[src/rtl/regfile_mp_pkg.sv]
// Shared types for the multi-port accumulator register file: decoded op codes and
// the two-state SWAP sequencer encoding.
package regfile_mp_pkg;

    typedef enum logic [2:0] {
        kRF_NOP   = 3'd0,
        kRF_WRITE = 3'd1,
        kRF_LDI   = 3'd2,
        kRF_MOVIN = 3'd3,
        kRF_MOV   = 3'd4,
        kRF_SWAP  = 3'd5
    } rf_op_t;

    typedef enum logic {
        kRF_IDLE  = 1'b0,
        kRF_SWAP2 = 1'b1
    } rf_state_t;

endpackage

[src/rtl/regfile_mp_wr_ctl.sv]
// Write-port controller: turns the presented op and sequencer state into the single
// array write (enable/address/data), the next state, Busy and the SWAP temp load.
module rf_wr_ctl
    import regfile_mp_pkg::*;
#(
    parameter int W = 8,
    parameter int D = 4
) (
    input  rf_state_t      state_q_i,
    input  logic           op_valid_i,
    input  rf_op_t         op_i,
    input  logic [D-1:0]   rd_i,
    input  logic [D-1:0]   swap_rs_q_i,
    input  logic [W-1:0]   imm_i,
    input  logic [W-1:0]   data_in_i,
    input  logic [W-1:0]   acc_i,
    input  logic [W-1:0]   rs_data_i,
    input  logic [W-1:0]   tmp_q_i,
    output logic           wr_en_o,
    output logic [D-1:0]   wr_addr_o,
    output logic [W-1:0]   wr_data_o,
    output rf_state_t      state_d_o,
    output logic           busy_d_o,
    output logic           tmp_we_o
);

    always_comb begin
        // NOTE: every output gets a default before the case so no path leaves one
        // unassigned, which would otherwise infer a latch.
        wr_en_o   = 1'b0;
        wr_addr_o = rd_i;
        wr_data_o = data_in_i;
        state_d_o = state_q_i;
        tmp_we_o  = 1'b0;

        case (state_q_i)
            kRF_IDLE: begin
                if (op_valid_i) begin
                    case (op_i)
                        kRF_WRITE: wr_en_o = 1'b1;
                        kRF_LDI: begin
                            wr_en_o   = 1'b1;
                            wr_addr_o = '0;
                            wr_data_o = imm_i;
                        end
                        kRF_MOVIN: begin
                            wr_en_o   = 1'b1;
                            wr_data_o = acc_i;
                        end
                        kRF_MOV: begin
                            wr_en_o   = 1'b1;
                            wr_data_o = rs_data_i;
                        end
                        kRF_SWAP: begin
                            wr_en_o   = 1'b1;
                            wr_data_o = rs_data_i;
                            tmp_we_o  = 1'b1;
                            state_d_o = kRF_SWAP2;
                        end
                        default: ;
                    endcase
                end
            end
            kRF_SWAP2: begin
                // Second half of SWAP; whatever is presented this cycle is dropped.
                wr_en_o   = 1'b1;
                wr_addr_o = swap_rs_q_i;
                wr_data_o = tmp_q_i;
                state_d_o = kRF_IDLE;
            end
            default: state_d_o = kRF_IDLE;
        endcase

        busy_d_o = (state_d_o == kRF_SWAP2);
    end

endmodule

[src/rtl/regfile_mp.sv]
// Multi-port register file with R0 as accumulator: NR combinational read ports,
// one op-driven write port, optional write-through bypass and a two-cycle SWAP.
module regfile_mp
    import regfile_mp_pkg::*;
#(
    parameter int W      = 8,
    parameter int D      = 4,
    parameter int NR     = 3,
    parameter int BYPASS = 0
) (
    input  logic                  Clk,
    input  logic                  ResetN,
    input  logic                  OpValid,
    input  rf_op_t                Op,
    input  logic [D-1:0]          Rd,
    input  logic [D-1:0]          Rs,
    input  logic [W-1:0]          Imm,
    input  logic [W-1:0]          DataIn,
    input  logic [NR-1:0][D-1:0]  RdAddr,
    output logic [NR-1:0][W-1:0]  RdData,
    output logic [W-1:0]          Acc,
    output logic                  Busy
);

    localparam int NREGS = 2 ** D;

    logic [W-1:0] regs_q [NREGS];
    rf_state_t    state_q, state_d;
    logic         busy_q, busy_d;
    logic [W-1:0] tmp_q;
    logic [D-1:0] swap_rs_q;

    logic         wr_en;
    logic [D-1:0] wr_addr;
    logic [W-1:0] wr_data;
    logic         tmp_we;

    rf_wr_ctl #(.W(W), .D(D)) u_wr_ctl (
        .state_q_i   (state_q),
        .op_valid_i  (OpValid),
        .op_i        (Op),
        .rd_i        (Rd),
        .swap_rs_q_i (swap_rs_q),
        .imm_i       (Imm),
        .data_in_i   (DataIn),
        .acc_i       (regs_q[0]),
        .rs_data_i   (regs_q[Rs]),
        .tmp_q_i     (tmp_q),
        .wr_en_o     (wr_en),
        .wr_addr_o   (wr_addr),
        .wr_data_o   (wr_data),
        .state_d_o   (state_d),
        .busy_d_o    (busy_d),
        .tmp_we_o    (tmp_we)
    );

    // NOTE: the array is reset explicitly because a cleared register file (and a zero
    // accumulator) is architectural state, so it is built from flops, not a RAM macro.
    always_ff @(posedge Clk or negedge ResetN) begin
        if (!ResetN) begin
            for (int i = 0; i < NREGS; i++) begin
                regs_q[i] <= '0;
            end
        end else if (wr_en) begin
            regs_q[wr_addr] <= wr_data;
        end
    end

    // NOTE: sequential state uses non-blocking assignments so every flop samples
    // pre-edge values regardless of statement or process order.
    always_ff @(posedge Clk or negedge ResetN) begin
        if (!ResetN) begin
            state_q   <= kRF_IDLE;
            busy_q    <= 1'b0;
            tmp_q     <= '0;
            swap_rs_q <= '0;
        end else begin
            state_q <= state_d;
            busy_q  <= busy_d;
            if (tmp_we) begin
                tmp_q     <= regs_q[Rd];
                swap_rs_q <= Rs;
            end
        end
    end

    assign Busy = busy_q;

    // With bypass enabled a read hitting the address being committed sees the new value.
    always_comb begin
        for (int i = 0; i < NR; i++) begin
            RdData[i] = regs_q[RdAddr[i]];
            if ((BYPASS != 0) && wr_en && (RdAddr[i] == wr_addr)) begin
                RdData[i] = wr_data;
            end
        end
        Acc = regs_q[0];
        if ((BYPASS != 0) && wr_en && (wr_addr == '0)) begin
            Acc = wr_data;
        end
    end

endmodule

[config.mk]
export PLATFORM = sky130hd
export DESIGN_NAME = regfile_mp
export DESIGN_NICKNAME = d
export VERILOG_FILES = /design/src/rtl/regfile_mp_pkg.sv /design/src/rtl/regfile_mp_wr_ctl.sv /design/src/rtl/regfile_mp.sv
export SDC_FILE = /design/constraint.sdc
export NUM_CORES = 1
export LEC_CHECK = 0
export ABC_AREA = 1
export BUFFER_PORTS_ARGS = -buffer_cell sky130_fd_sc_hd__buf_2
export CAP_MARGIN = 0
export CORE_ASPECT_RATIO = 1.5
export CORE_MARGIN = 4
export CORE_UTILIZATION = 64
export CTS_BUF_LIST = sky130_fd_sc_hd__clkbuf_4 sky130_fd_sc_hd__clkbuf_8
export DETAILED_ROUTE_END_ITERATION = 8
export GPL_TIMING_DRIVEN = 0
export PLACE_DENSITY = 0.82
export SLEW_MARGIN = 30
export SYNTH_ARGS = -nofsm -noshare
export SYNTH_HDL_FRONTEND = slang
export SYNTH_HIERARCHICAL = 1
export SYNTH_SLANG_ARGS = --single-unit
[constraint.sdc]
create_clock -name Clk -period 2.2 [get_ports Clk]
set_clock_uncertainty 0.15 [all_clocks]
set_input_delay 0.55 -clock Clk [delete_from_list [all_inputs] [get_ports Clk]]
set_output_delay 0.55 -clock Clk [all_outputs]
set_load 0.01 [all_outputs]
==> results of run 1 <==
## stage by stage
step | instances | hold WS, ns | utilization, % | setup WS, ns
after floorplan | 1830 | 0.104 | - | -0.158
after global placement | 2103 | 0.304 | 68.5 | -1.44
after detailed placement | 2104 | 0.315 | 68.7 | -0.987
after CTS | 2226 | 0.293 | 80.4 | -0.185
## routing by layer
| layer | global-route usage, % | overflow |
|---|---|---|
| met1 | 69.8 | 0 |
| met2 | 84.5 | 49 |
| met3 | 49.0 | 0 |
| met4 | 68.0 | 51 |
| met5 | 6.25 | 0 |
## repair_timing
| item | in CTS |
|---|---|
| hold buffers | 1 |
| hold endpoints to repair | 52 |
| cloned | 7 |
| pin swaps | 158 |
| buffers inserted | 82 |
| resized for setup | 430 |
| setup endpoints to repair | 150 |
## kinds of logic after synthesis
family | synth area share (%)
AOI/OAI and AO/OA | 25.6
buffers and inverters | 11.0
adders and majority gates | 0.108
DFF | 30.7
and+or+nand+nor | 32.6
## synthesized netlist by cell type (6+ instances only)
| cell type | number | area (um2) |
|---|---|---|
| nand4_1 | 16 | 100 |
| buf_1 | 12 | 45.0 |
| inv_1 | 106 | 398 |
| nand2_1 | 525 | 1970 |
| nand3_1 | 302 | 1510 |
| buf_2 | 70 | 350 |
| buf_4 | 18 | 135 |
| a21oi_1 | 152 | 761 |
| o21ai_0 | 235 | 1180 |
| dfrtp_1 | 142 | 3550 |
| o21ai_1 | 11 | 55.1 |
| clkbuf_1 | 60 | 225 |
| buf_6 | 6 | 67.6 |
| nor2_1 | 27 | 101 |
| o211ai_1 | 129 | 968 |
==> summary.txt, run 1 <==
Number of port buffers: 56
Placed wire-length estimate after detailed placement: 41,700 um
Final weighted congestion in routability-driven placement: 1.48
Main flop type after synthesis: dfrtp_1
Number of different library cells in the post-synthesis netlist: 25
Outcome: did not finish
Overall die width: 118 um
Post-synth EDFFs: 0
Portion of the post-synthesis area used by sequential elements: 30.7%
Placed inst area: 0.0123 mm2
Net count after synthesis: 1,873
Global-route wire length before repair: 107,000 um
Initial Util: 64.8%
Post-synthesis register bit count: 142
Number of standard-cell rows in the floorplan: 60
Proportion of register bits with asynchronous set or reset after synthesis: 100%
TritonCTS buffer count: 17
Total GRT Usage: 67.6%
CTS Buffer Depth: 2
Gr ovfl total: 100
I/O pins: 75
Die extent in y: 173 um
Error text reported by the tool: [ERROR GRT-0116] Global routing finished with congestion. Check the congestion regions in the DRC Viewer.
Number of warnings issued by yosys: 6
Post-synthesis instance total: 1,830
Clock sinks: 142
Maximum number of pins on one net before global-route repair: 91
Cell area after synthesis: 0.0116 mm2
Last stage: global routing
Average cell area after synthesis: 6.33 um2
Vias in the first global route: 16,917
Total number of H-tree levels: 4
Root buffer cell: clkbuf_8
==> run 2: changes to the inputs <==
--- a/config.mk
+++ b/config.mk
@@ -8,13 +8,11 @@
 export ABC_AREA = 1
 export BUFFER_PORTS_ARGS = -buffer_cell sky130_fd_sc_hd__buf_2
 export CAP_MARGIN = 0
-export CORE_ASPECT_RATIO = 1.5
 export CORE_MARGIN = 4
-export CORE_UTILIZATION = 64
-export CTS_BUF_LIST = sky130_fd_sc_hd__clkbuf_4 sky130_fd_sc_hd__clkbuf_8
+export CORE_UTILIZATION = 40
 export DETAILED_ROUTE_END_ITERATION = 8
 export GPL_TIMING_DRIVEN = 0
-export PLACE_DENSITY = 0.82
+export PLACE_DENSITY_LB_ADDON = 0.15
 export SLEW_MARGIN = 30
 export SYNTH_ARGS = -nofsm -noshare
 export SYNTH_HDL_FRONTEND = slang
==> run 2 against run 1 <==
  * The flow now finishes, with violations (negative setup slack)
  * Synthesized area stayed put
  * Synthesized cell count stayed put
==> summary.txt, run 2 <==
Switching Fraction: 49.4%
Max reg flops: 120
Number of port buffers: 56
Relative contribution of combinational cells to total power: 44.0%
1st-pass router iterations: 7
Power share of the clock group: 19.5%
Pint: 0.00756 W
Worst Reg2Reg Path Length in Cells: 15
Number of warnings issued by yosys: 6
FF+latch area: 0.00362 mm2
Portion of the post-synthesis area used by sequential elements: 30.7%
Slew at the pin with the worst max-slew slack: 0.669 ns
Placed wire-length estimate after detailed placement: 51,800 um
Crit path largest cell delay: 0.40 ns
Relative area change from synthesis to final layout: 34.9%
Total number of H-tree levels: 4
TritonCTS clock tree: done
Area fraction of the dominant cell type after synthesis: 30.7%
Final setup fails: 137
Initial Util: 40.5%
CP bufs+invs: 2
Setup TNS: -19.01 ns
Power share of the sequential group: 36.5%
Launching element of the worst setup path: regs_q[48]
Proportion of register bits with asynchronous set or reset after synthesis: 100%
Average via count per standard cell: 6.41
Outcome: complete, but fails checks
Cell type contributing the most total cell area after synthesis: dfrtp_1
Reg-to-reg critical path startpoint: regs_q[48]
Post-synthesis instance total: 1,830
Maximum number of pins on one net before global-route repair: 91
Commonest cells after routing, fill and taps aside: nand2_1 (490), nand3_1 (254), o211ai_1 (129)
Final count of hold timing violations: 0
Number of max-capacitance violations reported: 0
Number of antenna violations at the first check in global routing: 1
Die area: 0.0317 mm2
Final slew viol count: 0
Worst hold slack after final layout: 0.326 ns
Main flop type after synthesis: dfrtp_1
I/O pins: 75
Area of combinational cells with multiple inputs: 0.00772 mm2
Top cells by area, synth: dfrtp_1 (31%), nand2_1 (17%), nand3_1 (13%)
Root buffer cell: clkbuf_16
Family of cells with the greatest summed delay on the critical path: flip-flops
Final worst-path cycle share: 115%
Placement-stage worst setup slack: -1.07 ns
Slowest library cell on the worst path: dfrtp_1
DRC violation count after routing: 0
Most frequent standard cell in the layout excluding fill and tap cells: nand2_1
Clock sinks: 142
Post-synth EDFFs: 0
Endpoint of the worst hold path: swap_rs_q[0]
Switching power total: 0.00739 W
Cell occurring most often along the worst timing path: nand3_1
Vias in the first global route: 14,203
Area of the core: 0.0286 mm2
Slew margin rel.: 55.4%
Cell depth of the worst min-delay path: 2
Clock slew seen by the registers of the worst setup and hold paths: 0.07 ns
Classification of the worst-slack hold path: flip-flop to flip-flop
Power after layout: 0.0149 W
Unrepaired setup endpoints after global routing: true
Clock Latency Late Sink: 0.44 ns
Min cycle time layout: 2.54 ns
Setup slack of the most critical reg-to-reg path: -0.27 ns
Most frequent cells after synthesis: nand2_1 (525), nand3_1 (302), o21ai_0 (235)
Via Count: 15,360
Worst IR Drop VDD: 0.885 mV
Net count of the finished layout: 2,041
Average cell area after synthesis: 6.33 um2
Worst-case setup margin in the final layout: -0.337 ns
Static Leakage: 7.07 nW
Power per cell area: 956 mW/mm2
CTS Buffer Depth: 2
Number of routed nets with antenna violations: 0
TritonCTS buffer count: 17
Largest fanout on the critical path: 4
Antenna Cells: 0
Top achievable clock speed: 394 MHz
Fillcell total: 2,704
CP Data Required Time: 1.50 ns
Global-route wire length before repair: 101,000 um
Final weighted congestion in routability-driven placement: 1.11
Data arrival time at the worst-slack endpoint: 1.84 ns
Critical Path End Type: primary output
Iter 0 DRT Violations: 2,570
Cells traversed along the worst timing path: clkinvlp_4, a21oi_2, o21ai_0, nand3_1, nand3_1, nand2_1, buf_6
Overall die width: 178 um
Post-DR wirelength/cell: 30.0 um
Min-Delay Startpoint: swap_rs_q[0]
Total routed wirelength: 71,900 um
Most flop-heavy register: regs_q
Die extent in y: 178 um
Post-synthesis register bit count: 142
Setup CP Type: flip-flop to primary output
Number of different library cells in the post-synthesis netlist: 25
Gr ovfl total: 0
Cell area after synthesis: 0.0116 mm2
Type of element launching the critical path: flip-flop
Share of cells above drive strength 1: 35.0%
Total GRT Usage: 44.7%
Share of the core filled with cells in the final layout: 54.6%
Net count after synthesis: 1,873
Most instantiated library cell after synthesis: nand2_1
Number of standard-cell rows in the floorplan: 62
Violations in the final reports: negative setup slack
Endpoint of the lowest-slack register-to-register path: regs_q[56]
[run 2: repair_timing]
item | in CTS | in global routing
buffers inserted | 73 | 14
endpoints found under the setup margin | 152 | 154
pin swaps | 157 | 104
gates resized for setup | 507 | 206
endpoints found under the hold margin | 52 | 0
hold buffers | 1 | 0
gates cloned | 7 | 0
[run 2: logic make-up (layout without fill, tap and decap cells)]
logic type | after synthesis | in the layout | synth area share [%]
AND/OR/NAND/NOR | 879 | 879 | 32.6
buffers and inverters | 281 | 462 | 11.0
flip-flops | 142 | 142 | 30.7
AO/OA/AOI/OAI | 527 | 527 | 25.6
adder cells (fa/ha/maj) | 1 | 1 | 0.108
[run 2: cell type report]
class / instances / share of cell area [%]
plain buffers: 165 / 9.02
flip-flops and latches: 142 / 23.2
clock buffers: 17 / 2.72
repair buffers: 152 / 8.21
inverters: 113 / 3.42
clock inverters: 15 / 0.985
well taps: 384 / 3.07
multi-input cells: 1407 / 49.4
[run 2: worst max-delay path by stage]
stage / end / slack [ns] / cells past startpoint
after global placement: regs_q[94] / -1.53 / 1
after detailed placement: regs_q[61] / -1.07 / 14
after CTS: RdData[4] / -0.27 / 7
after global routing: RdData[0] / -0.37 / 7
after floorplan: regs_q[85] / -0.16 / 13
final: RdData[0] / -0.34 / 7
[run 2: routing by layer]
metal / track usage (%) / vias up / part of all wire [%]
met3: 12.9 / 307 / 13
met4: 32.3 / 0 / 9.2
met2: 63.0 / 1159 / 41
li1: - / 6619 / -
met5: 0 / - / 0
met1: 58.2 / 7275 / 37
[run 2: worst register-to-register path, stage by stage (launching register included)]
cell and delay (ns):
dfrtp_1 0.40, clkinvlp_4 0.29, a21oi_2 0.20, o21ai_1 0.07, nand3_1 0.10, nand3_2 0.10, nand2_2 0.09, nand2_1 0.05
inv_1 0.06, nor2_1 0.05, nand3_2 0.09, nand2_2 0.08, nand2_2 0.10, clkinvlp_4 0.21, clkbuf_16 0.24, o21ai_2 0.12
[run 2: power by group through the flow]
stage	logic, W	registers [W]	clock network (W)
after floorplan	0.00283	0.00413	0
final	0.00657	0.00546	0.00292
after detailed placement	0.00445	0.00519	0
after CTS	0.00585	0.00519	0.00292
after global placement	0.00440	0.00515	0
after global routing	0.00694	0.00540	0.00304
[run 2: per-stage QoR]
step | std cells | instance area (um2)
after floorplan | 1830 | 11700
after CTS | 2384 | 14900
final | 2395 | 15600
after global routing | 2395 | 15600
after global placement | 2270 | 12400
after detailed placement | 2271 | 12500
Power figures use the tool's default switching activity.
==> run 3: changes to the inputs <==
--- a/config.mk
+++ b/config.mk
@@ -8,8 +8,7 @@
 export ABC_AREA = 1
 export BUFFER_PORTS_ARGS = -buffer_cell sky130_fd_sc_hd__buf_2
 export CAP_MARGIN = 0
-export CORE_MARGIN = 4
-export CORE_UTILIZATION = 40
+export CORE_UTILIZATION = 35
 export DETAILED_ROUTE_END_ITERATION = 8
 export GPL_TIMING_DRIVEN = 0
 export PLACE_DENSITY_LB_ADDON = 0.15
==> run 3 against run 2 <==
  * Setup slack lost 0.025 ns
  * Sequential power shrank 2%
  * Register-to-register slack worse by 0.02 ns
  * Non-clock buffer count is 54 higher
  * Clock-buffer cell count increased by 1
  * Global-route usage decreased by 1.5 points
  * Critical path type unchanged
  * The flow still finishes with violations (negative setup slack)
  * Cell count grew 4.7%
==> summary.txt, run 3 (synthesis gave the netlist of run 2 again) <==
Worst Reg2Reg Path Length in Cells: 17
Via Count: 15,562
Worst-case setup margin in the final layout: -0.362 ns
Die area: 0.0338 mm2
Total routed wirelength: 74,000 um
Slowest library cell on the worst path: dfrtp_1
Most flop-heavy register: regs_q
FF+latch area: 0.00363 mm2
Post-DR wirelength/cell: 29.5 um
Clock sinks: 142
Outcome: complete, but fails checks
Share of cells above drive strength 1: 39.5%
Initial Util: 35.6%
Root buffer cell: clkbuf_16
Worst IR Drop VDD: 0.734 mV
Critical Path End Type: primary output
Share of the core filled with cells in the final layout: 50.5%
CTS Buffer Depth: 2
Vias in the first global route: 14,120
Commonest cells after routing, fill and taps aside: nand2_1 (482), nand3_1 (227), buf_4 (154)
Relative area change from synthesis to final layout: 41.8%
Slew margin rel.: 54.0%
Min cycle time layout: 2.56 ns
Most frequent standard cell in the layout excluding fill and tap cells: nand2_1
Clock Latency Late Sink: 0.45 ns
Cell occurring most often along the worst timing path: nand3_1
Number of max-capacitance violations reported: 0
Endpoint of the worst hold path: swap_rs_q[1]
Endpoint of the lowest-slack register-to-register path: regs_q[12]
Final slew viol count: 0
Fillcell total: 3,273
Net count of the finished layout: 2,095
Number of port buffers: 56
Crit path largest cell delay: 0.40 ns
Final count of hold timing violations: 0
Largest fanout on the critical path: 4
Iter 0 DRT Violations: 1,968
Setup CP Type: flip-flop to primary output
CP Data Required Time: 1.50 ns
Static Leakage: 7.42 nW
Overall die width: 184 um
Average via count per standard cell: 6.20
Total GRT Usage: 43.3%
Die extent in y: 184 um
Area of the core: 0.0325 mm2
Unrepaired setup endpoints after global routing: true
Min-Delay Startpoint: swap_rs_q[1]
Violations in the final reports: negative setup slack
Classification of the worst-slack hold path: flip-flop to flip-flop
Power per cell area: 955 mW/mm2
Final setup fails: 142
Inst Count DP: 2,329
Number of standard-cell rows in the floorplan: 66
Total number of H-tree levels: 4
Worst hold slack after final layout: 0.327 ns
Number of antenna violations at the first check in global routing: 0
Placement-stage worst setup slack: -1.20 ns
Final worst-path cycle share: 116%
Max reg flops: 120
Maximum number of pins on one net before global-route repair: 78
Top achievable clock speed: 390 MHz
Final weighted congestion in routability-driven placement: 1.06
Power after layout: 0.0157 W
I/O pins: 75
DRC violation count after routing: 0
Gr ovfl total: 0
Number of standard cells in the layout, taps in and fillers out: 2,508
Data arrival time at the worst-slack endpoint: 1.86 ns
Reg-to-reg critical path startpoint: regs_q[116]
Cell depth of the worst min-delay path: 2
Cells traversed along the worst timing path: clkinvlp_4, a21oi_1, o21ai_1, nand3_1, nand3_1, nand2_1, buf_2
Global-route wire length before repair: 102,000 um
Setup slack of the most critical reg-to-reg path: -0.29 ns
TritonCTS buffer count: 17
1st-pass router iterations: 6
Number of routed nets with antenna violations: 0
TritonCTS clock tree: done
Slew at the pin with the worst max-slew slack: 0.690 ns
Placed wire-length estimate after detailed placement: 53,300 um
Clock slew seen by the registers of the worst setup and hold paths: 0.06 ns
Type of element launching the critical path: flip-flop
Area of combinational cells with multiple inputs: 0.00789 mm2
==> run 3: cell types whose count changed in the layout (fill, tap and decap cells not counted), sizes merged, moves of 2 or more <==
cell | before | now
clkinvlp | 16 | 12
clkinv | 8 | 6
inv | 103 | 107
buf | 257 | 302
clkbuf | 76 | 86
==> run 3: per-stage QoR <==
stage / instance area (um2) / setup TNS [ns]
final: 16400 / -19.37
after global routing: 16400 / -27.49
after CTS: 15500 / -9.69
after detailed placement: 12500 / -140.64
after global placement: 12500 / -371.92
after floorplan: 11700 / -10.68
==> run 3: worst max-delay path by stage <==
stage | start | slack (ns) | to | cells past startpoint
floorplan | Op[1] | -0.16 | regs_q[85] | 13
global placement | ResetN | -1.65 | regs_q[15] | 1
detailed placement | Rs[3] | -1.20 | regs_q[59] | 13
CTS | regs_q[116] | -0.30 | RdData[4] | 7
global route | regs_q[116] | -0.38 | RdData[20] | 8
finish | regs_q[116] | -0.36 | RdData[4] | 7
==> run 3: routing by layer <==
metal | wire length [um] | global-route usage (%) | up-vias
met4 | 6750 | 33.8 | 0
met1 | 28800 | 57.0 | 7470
met5 | 0 | 0 | -
met3 | 7540 | 6.66 | 275
met2 | 30900 | 63.2 | 1081
li1 | - | - | 6736
==> run 3: cell type report <==
class                   count  area share [%]
well taps                 442            3.37
flip-flops and latches    142            22.1
multi-input cells        1407            48.0
inverters                 113            3.17
diodes                      1          0.0152
clock inverters            14            1.04
plain buffers             168            9.11
clock buffers              18            2.67
repair buffers            203            10.5
==> run 3: report_power, final <==
| group | internal (W) | switching, W | leakage, nW |
|---|---|---|---|
| logic | 0.00290 | 0.00440 | 5.39 |
| clock network | 0.00174 | 0.00129 | 0.298 |
| registers | 0.00348 | 0.00187 | 1.72 |
| total | 0.00813 | 0.00755 | 7.42 |
==> run 3: repair_timing <==
action | CTS | global route
gates cloned | 6 | 2
pin swaps | 159 | 144
endpoints found under the setup margin | 153 | 152
resized for setup | 577 | 224
hold endpoints to repair | 65 | 0
hold buffers | 1 | 0
buffers inserted | 110 | 28
==> run 3: critical path: cells and delay by family, from the launching register on <==
kind | cells | cell delay (ns)
compound gates | 2 | 0.27
buf+inv | 2 | 0.38
simple gates | 3 | 0.36
flops | 1 | 0.40
==> run 4: changes to the inputs <==
--- a/config.mk
+++ b/config.mk
@@ -15,5 +15,4 @@
 export SLEW_MARGIN = 30
 export SYNTH_ARGS = -nofsm -noshare
 export SYNTH_HDL_FRONTEND = slang
-export SYNTH_HIERARCHICAL = 1
 export SYNTH_SLANG_ARGS = --single-unit
==> run 4 against run 3 <==
  * The flow still finishes with violations (negative setup slack)
  * Clock power decreased by 9.9%
  * Maximum frequency rose by 2.3%
  * Hold slack better by 0.013 ns
  * Synthesized area is 2.0% higher
  * Via count shrank 1.3%
  * Total power is 13% lower
  * Critical path depth unchanged
  * Sequential power shrank 4%
  * Wire length down 3.9%
  * Critical path type unchanged
==> summary.txt, run 4 <==
Number of standard-cell rows in the floorplan: 66
TritonCTS clock tree: done
Net count after synthesis: 1,974
Fillcell total: 3,530
Vias in the first global route: 14,158
Average cell area after synthesis: 6.11 um2
Post-synthesis instance total: 1,932
Number of warnings issued by yosys: 0
Static Leakage: 7.22 nW
Placement-stage worst setup slack: -0.912 ns
Most instantiated library cell after synthesis: nand2_1
DRC violation count after routing: 0
Max reg flops: 120
Final setup fails: 24
Slowest library cell on the worst path: dfrtp_1
Most flop-heavy register: regs_q
Unrepaired setup endpoints after global routing: true
Commonest cells after routing, fill and taps aside: nand2_1 (727), nand3_1 (195), a21oi_1 (144)
Root buffer cell: clkbuf_16
Outcome: complete, but fails checks
Inst Count DP: 2,432
Area fraction of the dominant cell type after synthesis: 29.9%
Number of different library cells in the post-synthesis netlist: 31
Violations in the final reports: negative setup slack
FF+latch area: 0.00364 mm2
Post-synthesis register bit count: 141
Total routed wirelength: 71,100 um
Setup CP Type: flip-flop to primary output
Number of antenna violations at the first check in global routing: 2
Slew margin rel.: 53.6%
Average via count per standard cell: 5.97
Iter 0 DRT Violations: 1,920
Number of max-capacitance violations reported: 0
Number of port buffers: 57
Min-Delay Startpoint: swap_rs_q[1]
Cell type contributing the most total cell area after synthesis: dfrtp_1
Final count of hold timing violations: 0
Most frequent cells after synthesis: nand2_1 (737), nand3_1 (214), o21ai_0 (192)
Final worst-path cycle share: 114%
Share of the core filled with cells in the final layout: 46.8%
Net count of the finished layout: 2,161
I/O pins: 75
Cell area after synthesis: 0.0118 mm2
Post-DR wirelength/cell: 27.6 um
Gr ovfl total: 0
Slew at the pin with the worst max-slew slack: 0.692 ns
Top achievable clock speed: 399 MHz
Power per cell area: 885 mW/mm2
Placed wire-length estimate after detailed placement: 53,000 um
Antenna Cells: 0
TritonCTS buffer count: 17
Reg-to-reg critical path startpoint: regs_q[44]
Critical Path End Type: primary output
Die area: 0.0345 mm2
Clock Latency Late Sink: 0.46 ns
1st-pass router iterations: 6
Classification of the worst-slack hold path: flip-flop to flip-flop
Cell occurring most often along the worst timing path: nand2_1
Number of routed nets with antenna violations: 0
Final slew viol count: 0
Type of element launching the critical path: flip-flop
Main flop type after synthesis: dfrtp_1
Initial Util: 35.9%
Total GRT Usage: 42.0%
Die extent in y: 186 um
Launching element of the worst setup path: regs_q[53]
CTS Buffer Depth: 2
Clock sinks: 141
Proportion of register bits with asynchronous set or reset after synthesis: 100%
Via Count: 15,362
Clock slew seen by the registers of the worst setup and hold paths: 0.06 ns
CP Data Required Time: 1.50 ns
Largest fanout on the critical path: 4
Worst-case setup margin in the final layout: -0.304 ns
Post-synth EDFFs: 0
Portion of the post-synthesis area used by sequential elements: 29.9%
Data arrival time at the worst-slack endpoint: 1.80 ns
Area of combinational cells with multiple inputs: 0.00761 mm2
Cells traversed along the worst timing path: inv_2, a21oi_2, o21ai_1, nand2_1, o221ai_2, nand2_1, buf_2
Number of standard cells in the layout, taps in and fillers out: 2,574
Relative area change from synthesis to final layout: 30.4%
Top cells by area, synth: dfrtp_1 (30%), nand2_1 (23%), nand3_1 (9.1%)
Overall die width: 186 um
Final weighted congestion in routability-driven placement: 1.05
Global-route wire length before repair: 101,000 um
Crit path largest cell delay: 0.43 ns
Share of cells above drive strength 1: 29.5%
Worst IR Drop VDD: 0.828 mV
Worst hold slack after final layout: 0.340 ns
Total number of H-tree levels: 4
Maximum number of pins on one net before global-route repair: 79
Min cycle time layout: 2.50 ns
Most frequent standard cell in the layout excluding fill and tap cells: nand2_1
Area of the core: 0.0329 mm2
Setup TNS: -4.80 ns
-- run 4: cell count changes after synthesis, moves of 8 or more --
cell and delta:
nand3_1 -88, o211ai_1 -41, o21ai_1 -11, buf_2 -50, nand4_1 -16, nand2_2 +17
clkbuf_1 +31, o21ai_0 -43, o22ai_1 +10, a21oi_1 +24, nand2_1 +212, inv_2 +16
a31oi_1 +8, o221ai_1 +18
-- run 4: per-layer routing --
metal  track usage (%)  wire length (um)  vias to the layer above  part of all wire (%)
li1                  -                 -                     6840                     -
met5                 0                13                        -                 0.018
met4              20.9              4020                        2                   5.6
met1              56.0             28900                     7313                    41
met3              9.47              7780                      208                    11
met2              63.5             30400                      999                    43
-- run 4: critical path: cells and delay by family, from the launching register on --
kind	cells	cell delay [ns]
AO/OA/AOI/OAI	3	0.40
buffers and inverters	2	0.30
flip-flops	1	0.43
AND/OR/NAND/NOR	2	0.22
-- run 4: worst paths after layout --
path | to | slack, ns | depth (start not counted)
max | RdData[5] | -0.30 | 7
min | swap_rs_q[1] | 0.34 | 2
max reg2reg | regs_q[12] | 0.09 | 14
min reg2reg | swap_rs_q[1] | 0.34 | 2
max in group asynchronous | regs_q[105] | 0.59 | 3
min in group asynchronous | regs_q[40] | 0.47 | 2
-- run 4: area by class of cell --
cell class              instances  area share, %
well taps                     442           3.59
plain buffers                 144           8.05
inverters                     130           3.67
clock buffers                  20           2.97
multi-input cells            1517           49.4
repair buffers                168           8.05
flip-flops and latches        141           23.6
clock inverters                12          0.593
-- run 4: report_power, final --
part           internal (W)  switching, W
registers           0.00341       0.00175
logic               0.00217       0.00357
clock network       0.00150       0.00123
-- run 4: cells by family after synthesis --
group | after synthesis | synth area share, %
compound gates | 495 | 23.8
buf+inv | 274 | 9.52
simple gates | 1022 | 36.8
flops | 141 | 29.9
-- run 4: metrics by stage --
stage / power (W) / cell area [um2]
finish: 0.0136 / 15400
global route: 0.0141 / 15400
CTS: 0.0130 / 14900
detailed placement: 0.00906 / 12700
global placement: 0.00904 / 12700
floorplan: 0.00660 / 11800
-- run 4: repair_timing --
action	in CTS	in global routing
resized for setup	413	159
gates cloned	1	0
hold buffers	1	0
endpoints found under the hold margin	63	0
pin swaps	46	44
buffers inserted	81	27
setup endpoints to repair	113	136
